--- config.mk ---
export PLATFORM = sky130hd
export DESIGN_NAME = mdu_seq
export DESIGN_NICKNAME = d
export VERILOG_FILES = /design/src/rtl/mdu_seq.sv
export SDC_FILE = /design/constraint.sdc
export NUM_CORES = 1
export LEC_CHECK = 0
export CAP_MARGIN = 20
export CORE_MARGIN = 2
export CORE_UTILIZATION = 45
export CTS_CLUSTER_DIAMETER = 30
export CTS_CLUSTER_SIZE = 8
export DETAILED_ROUTE_END_ITERATION = 16
export DONT_BUFFER_PORTS = 1
export GPL_ROUTABILITY_DRIVEN = 0
export PLACE_DENSITY = 0.71
export SLEW_MARGIN = 20
export SYNTH_ARGS = -nofsm -noshare
export SYNTH_HDL_FRONTEND = slang
export SYNTH_SLANG_ARGS = --single-unit
--- constraint.sdc ---
create_clock -name clock -period 9.7 [get_ports clock]
set_clock_uncertainty 0.1 [all_clocks]
set_input_delay 1.94 -clock clock [delete_from_list [all_inputs] [get_ports clock]]
set_output_delay 1.94 -clock clock [all_outputs]
set_load 0.1 [all_outputs]
--- src/rtl/mdu_seq.sv ---
// rtl/mdu_seq.sv - iterative multiply/divide sequencer owning the HI/LO pair
// Optional: define MDU_EARLY_OUT_EN to let mult/multu leave CALC once the
// remaining multiplier bits are all zero (divide timing is unaffected).
module mdu_seq #(
   parameter int WIDTH = 32,
   parameter int CNT_W = 6
) (
   input  logic             clock,
   input  logic             reset,
   input  logic             start,
   input  logic [2:0]       op,
   input  logic [WIDTH-1:0] src_a,
   input  logic [WIDTH-1:0] src_b,
   input  logic             mf_req,
   input  logic             flush,
   output logic             busy,
   output logic             stall,
   output logic             done,
   output logic             div_zero,
   output logic [WIDTH-1:0] hi,
   output logic [WIDTH-1:0] lo
);

   localparam logic [2:0] OP_MULT  = 3'b000;
   localparam logic [2:0] OP_MULTU = 3'b001;
   localparam logic [2:0] OP_DIV   = 3'b010;
   localparam logic [2:0] OP_DIVU  = 3'b011;
   localparam logic [2:0] OP_MTHI  = 3'b100;
   localparam logic [2:0] OP_MTLO  = 3'b101;

   typedef enum logic [1:0] {
      S_IDLE = 2'd0,
      S_CALC = 2'd1,
      S_SIGN = 2'd2
   } state_t;

   state_t             state_q;
   logic [CNT_W-1:0]   count_q;
   logic               is_div_q;
   logic               neg_res_q;   // product / quotient must be negated
   logic               neg_rem_q;   // remainder takes the dividend's sign
   logic               dz_q;        // divide with a zero divisor
   // Multiply: opa_q = multiplicand shifted left each step, opb_q = multiplier
   // shifted right, acc_q = running product (one spare bit above 2*WIDTH).
   // Divide: opa_q[WIDTH-1:0] = divisor, opb_q = dividend shifting out while
   // quotient bits shift in, acc_q[WIDTH:0] = partial remainder.
   logic [2*WIDTH-1:0] opa_q, opa_d;
   logic [WIDTH-1:0]   opb_q, opb_d;
   logic [2*WIDTH:0]   acc_q, acc_d;
   logic [WIDTH-1:0]   hi_q, lo_q;
   logic               done_q, dz_pulse_q;

   logic               op_signed, op_is_mul, op_is_div;
   logic               a_neg, b_neg;
   logic [WIDTH-1:0]   a_mag, b_mag;
   logic [2*WIDTH:0]   mul_sum;
   logic [WIDTH:0]     r_shift, diff;
   logic               last_iter, early_exit;
   logic [2*WIDTH-1:0] prod, prod_neg;
   logic [WIDTH-1:0]   rem, rem_neg, quot, quot_neg;

   // Operand decode and magnitude conversion for the latch in IDLE
   always_comb begin
      op_signed = (op == OP_MULT) || (op == OP_DIV);
      op_is_mul = (op == OP_MULT) || (op == OP_MULTU);
      op_is_div = (op == OP_DIV) || (op == OP_DIVU);
      a_neg     = op_signed & src_a[WIDTH-1];
      b_neg     = op_signed & src_b[WIDTH-1];
      a_mag     = a_neg ? -src_a : src_a;
      b_mag     = b_neg ? -src_b : src_b;
   end

   // One shift-add or restoring shift-subtract iteration
   always_comb begin
      mul_sum = acc_q + (opb_q[0] ? {1'b0, opa_q} : '0);
      r_shift = {acc_q[WIDTH-1:0], opb_q[WIDTH-1]};
      diff    = r_shift - {1'b0, opa_q[WIDTH-1:0]};
      if (is_div_q) begin
         acc_d = {{WIDTH{1'b0}}, (diff[WIDTH] ? r_shift : diff)};
         opb_d = {opb_q[WIDTH-2:0], ~diff[WIDTH]};
         opa_d = opa_q;
      end else begin
         acc_d = mul_sum;
         opb_d = {1'b0, opb_q[WIDTH-1:1]};
         opa_d = {opa_q[2*WIDTH-2:0], 1'b0};
      end
   end

   assign last_iter = (count_q == CNT_W'(WIDTH - 1));

`ifdef MDU_EARLY_OUT_EN
   // Nothing left to add once the unconsumed multiplier bits are zero
   assign early_exit = !is_div_q && (opb_q[WIDTH-1:1] == '0);
`else
   assign early_exit = 1'b0;
`endif

   // Sign fix-up candidates for the SIGN state
   always_comb begin
      prod     = acc_q[2*WIDTH-1:0];
      prod_neg = -prod;
      rem      = acc_q[WIDTH-1:0];
      rem_neg  = -rem;
      quot     = opb_q;
      quot_neg = -quot;
   end

   // Sequencer FSM with registered HI/LO and done/div_zero pulses
   always_ff @(posedge clock or negedge reset) begin
      if (!reset) begin
         state_q    <= S_IDLE;
         count_q    <= '0;
         is_div_q   <= 1'b0;
         neg_res_q  <= 1'b0;
         neg_rem_q  <= 1'b0;
         dz_q       <= 1'b0;
         opa_q      <= '0;
         opb_q      <= '0;
         acc_q      <= '0;
         hi_q       <= '0;
         lo_q       <= '0;
         done_q     <= 1'b0;
         dz_pulse_q <= 1'b0;
      end else begin
         done_q     <= 1'b0;
         dz_pulse_q <= 1'b0;
         case (state_q)
            S_IDLE: begin
               if (start && !flush) begin
                  if (op_is_mul || op_is_div) begin
                     state_q   <= S_CALC;
                     count_q   <= '0;
                     is_div_q  <= op_is_div;
                     neg_res_q <= a_neg ^ b_neg;
                     neg_rem_q <= a_neg;
                     dz_q      <= op_is_div && (src_b == '0);
                     acc_q     <= '0;
                     if (op_is_div) begin
                        opa_q <= {{WIDTH{1'b0}}, b_mag};
                        opb_q <= a_mag;
                     end else begin
                        opa_q <= {{WIDTH{1'b0}}, a_mag};
                        opb_q <= b_mag;
                     end
                  end else if (op == OP_MTHI) begin
                     hi_q <= src_a;
                  end else if (op == OP_MTLO) begin
                     lo_q <= src_a;
                  end
               end
            end
            S_CALC: begin
               if (flush) begin
                  state_q <= S_IDLE;
               end else begin
                  acc_q   <= acc_d;
                  opa_q   <= opa_d;
                  opb_q   <= opb_d;
                  count_q <= count_q + CNT_W'(1);
                  if (last_iter || early_exit) begin
                     state_q <= S_SIGN;
                  end
               end
            end
            S_SIGN: begin
               state_q <= S_IDLE;
               if (!flush) begin
                  done_q <= 1'b1;
                  if (is_div_q) begin
                     // With a zero divisor every step subtracts nothing, so the
                     // remainder register ends up holding |dividend|; restoring
                     // the dividend's sign gives back src_a unchanged.
                     hi_q <= neg_rem_q ? rem_neg : rem;
                     if (dz_q) begin
                        lo_q       <= '1;
                        dz_pulse_q <= 1'b1;
                     end else begin
                        lo_q <= neg_res_q ? quot_neg : quot;
                     end
                  end else begin
                     hi_q <= neg_res_q ? prod_neg[2*WIDTH-1:WIDTH] : prod[2*WIDTH-1:WIDTH];
                     lo_q <= neg_res_q ? prod_neg[WIDTH-1:0] : prod[WIDTH-1:0];
                  end
               end
            end
            default: state_q <= S_IDLE;
         endcase
      end
   end

   assign busy     = (state_q != S_IDLE);
   assign stall    = busy & (start | mf_req);
   assign done     = done_q;
   assign div_zero = dz_pulse_q;
   assign hi       = hi_q;
   assign lo       = lo_q;

endmodule
==> impl_metrics.toml <==
[sta]
drv_slew = 0
fin_setup_tns_ns = 0
min_period_ns = 5.68
setup_violations = 0
relSlewSlack = 0.353
hold_viol_final = 0
max_freq_mhz = 176
fin_crit_sh = 0.586
tightestPinTransition_ns = 0.970
rsz0062_at_grt = "no"

[cts]
clk_pin_slew_ns = 0.04
cts-root-buf = "clkbuf_16"
cts_sinks = 238
cts-resized-gates = 0
insertion_delay_ns = 0.61
cts_setup_buffers = 0
cts_tree = "yes"
cts_buffers = 69
htreeDepth = 3
holdBufCountCts = 0
cts_buffer_depth = 3

[grt]
grt_pass1_wl_um = 123000
antenna_found_initial = 1
grt_max_degree = 239
grtUsageTotal = 0.319
grt_pass1_vias = 20600
overflow = 0

[setup_path]
cp_slowest_stage_delay_ns = 0.63
path_cells = "ha_1 > a221oi_1 > o21ai_0 > a21oi_1 > nor2_1 > a21oi_1 > a31oi_1 > a21oi_1 > o21ai_0 > a2111oi_0 > a21oi_1 > ha_1 > buf_4 > clkinv_1 > nand2_1 > nor2_1 > a22o_1 > a21oi_1 > o21ai_0"
crit_required_ns = 10.06
critPathBufInv = 2
critical_path_class = "flip-flop to flip-flop"
crit_family = "compound AO/OA/AOI/OAI gates"
worst_setup_path_end_kind = "flip-flop"
cp_common_cell = "a21oi_1"
critical_path.max_fanout = 25
cp.arrival_ns = 6.04
startpoint_type = "flip-flop"
cp_slowest_cell = "clkinv_1"

[floorplanning]
start_util = 0.455
fp.dieW_um = 221
rows = 79
coreArea_um2 = 46600
chipHeight_um = 221
io_pins = 140
fp.dieArea_um2 = 48800

[synthesis]
synth_cells = 2741
yosysSeqAreaShare = 0.281
avgSynthCellArea_um2 = 7.73
synth_nets = 2916
synth_area_um2 = 21200
ys_ff_latch = 238
synth_top_area_frac = 0.281
async_flop_share = 1.00
ys_warn_count = 0
yosys.cell_types.count = 81
synth_ff_type = "dfrtp_1"
synth-edff-count = 0
ys_top_cells_by_area = "dfrtp_1 28%, xnor2_1 6.7%, ha_1 6.0%, a21oi_1 5.5%, nand2_1 5.5%"
synth_largest_area_cell = "dfrtp_1"

[routing]
routedWlPerCell_um = 24.3
dr_total_vias = 22100
drc_errors = 0
drt_iter0_drc = 3452
routed_wl_um = 80300
ant_nets = 0
avgViaCountPerCell = 6.69
dr.pass1.iters = 7

[final_layout]
area_growth_syn_to_layout_pct = 13.1
final_cell_count_no_fill = 3307
drive_gt1_frac = 0.0730
num-nets-final = 2818

[min_path]
hold_path_class = "flip-flop to flip-flop"

[power]
p_leak_uw = 0.0103
vdd_ir_drop_max_mv = 0.260
power.density_nw_per_um2 = 303

[placement]
place_inst = 3179
port_buffers = 0
dp_hpwl_um = 57900

[status]
status = "finished clean"

[run]
maxCapViolCount = 0
## power by group
part           leakage [µW]  switching (µW)  internal, µW
Sequential          0.00302             905          1190
Combinational       0.00607            1700          1000
Clock               0.00121             746          1710
## cells by family (layout without fill, tap and decap cells)
group | Yosys count | in the layout | share of synthesized area
flip-flops | 238 | 238 | 0.281
XOR/XNOR | 260 | 260 | 0.107
adder cells (fa/ha/maj) | 103 | 103 | 0.0615
buffers and inverters | 265 | 223 | 0.0476
multiplexers | 41 | 41 | 0.0195
other | 0 | 1 | 0
AO/OA/AOI/OAI | 915 | 915 | 0.277
AND/OR/NAND/NOR | 919 | 919 | 0.206
## layout make-up
| type | instances | area, µm² |
|---|---|---|
| antenna | 1 | 2.50 |
| clock buffer | 80 | 1840 |
| clock inverter | 47 | 666 |
| multi-input combinational | 2238 | 14300 |
| fill | 4306 | 22600 |
| timing repair buffer | 27 | 203 |
| sequential | 238 | 5960 |
| inverter | 69 | 259 |
| tap | 607 | 759 |
## synth_stat cells (47+ instances only)
library cell,count
o21ai_0,229
nand2_1,310
nand3_1,51
a21oi_1,234
ha_1,101
xor2_1,98
clkbuf_1,178
a21o_1,84
nor3_1,57
a31oi_1,47
xnor2_1,162
dfrtp_1,238
nor2_1,243
inv_1,66
## through the flow
step	hold WS, ns	power [µW]	util	setup slack [ns]	area, µm²
after floorplan	0.359	3910	-	4.99	21200
after global placement	0.374	4590	0.461	4.55	21500
after detailed placement	0.387	4660	0.461	4.35	21500
after CTS	0.398	7120	0.515	4.34	24000
after global routing	0.412	7540	0.515	3.59	24000
final	0.398	7250	0.515	4.02	24000
## sequential cells by signal, indices dropped and copies added (netlist names), 2 cells and up
| register | count |
|---|---|
| acc_q | 64 |
| opa_q | 64 |
| hi | 32 |
| lo | 32 |
| opb_q | 32 |
| count_q | 6 |
| state_q | 2 |
## final timing paths
check	slack (ns)	from	end	depth (start not counted)
max reg2reg	4.02	acc_q[10]$_DFFE_PN0P_	acc_q[21]$_DFFE_PN0P_	19
max in group asynchronous	7.90	reset	opb_q[0]$_DFFE_PN0P_	0
min	0.40	opa_q[31]$_DFFE_PN0P_	opa_q[31]$_DFFE_PN0P_	2
min reg2reg	0.40	opa_q[31]$_DFFE_PN0P_	opa_q[31]$_DFFE_PN0P_	2
max	4.02	acc_q[10]$_DFFE_PN0P_	acc_q[21]$_DFFE_PN0P_	19
min in group asynchronous	1.00	reset	acc_q[36]$_DFFE_PN0P_	0
## cell usage in the layout, fill, tap and decap left out, types with 27 or more instances in the layout
master,synthesis,layout
nand2_1,310,310
nor2_1,243,241
dfrtp_1,238,235
a21oi_1,234,233
o21ai_0,229,229
xnor2_1,162,162
ha_1,101,101
xor2_1,98,98
a21o_1,84,84
clkbuf_16,0,70
inv_1,66,66
nor3_1,57,57
nand3_1,51,51
a31oi_1,47,47
o31ai_1,46,46
mux2i_1,39,39
or3_1,39,39
a22o_1,38,38
and2_1,37,37
a211oi_1,37,37
o221ai_1,35,35
nand4_1,34,34
o211ai_1,29,29
and3_1,28,28
buf_4,0,27
## worst register-to-register path, cell delays in order, from the launching register on
cell and delay, ns:
dfrtp_1 0.58, ha_1 0.39, a221oi_1 0.35, o21ai_0 0.16, a21oi_1 0.20, nor2_1 0.07
a21oi_1 0.39, a31oi_1 0.24, a21oi_1 0.18, o21ai_0 0.13, a2111oi_0 0.48, a21oi_1 0.10
ha_1 0.29, buf_4 0.34, clkinv_1 0.65, nand2_1 0.27, nor2_1 0.15, a22o_1 0.26
a21oi_1 0.12, o21ai_0 0.10
## layer usage
metal,track usage,vias to the layer above,part of all wire
met2,0.474,1632,0.43
met4,0.185,0,0.064
li1,-,9774,-
met1,0.409,10400,0.38
met5,0,-,0
met3,0.0960,333,0.13
(Power assumes the default switching activity.)
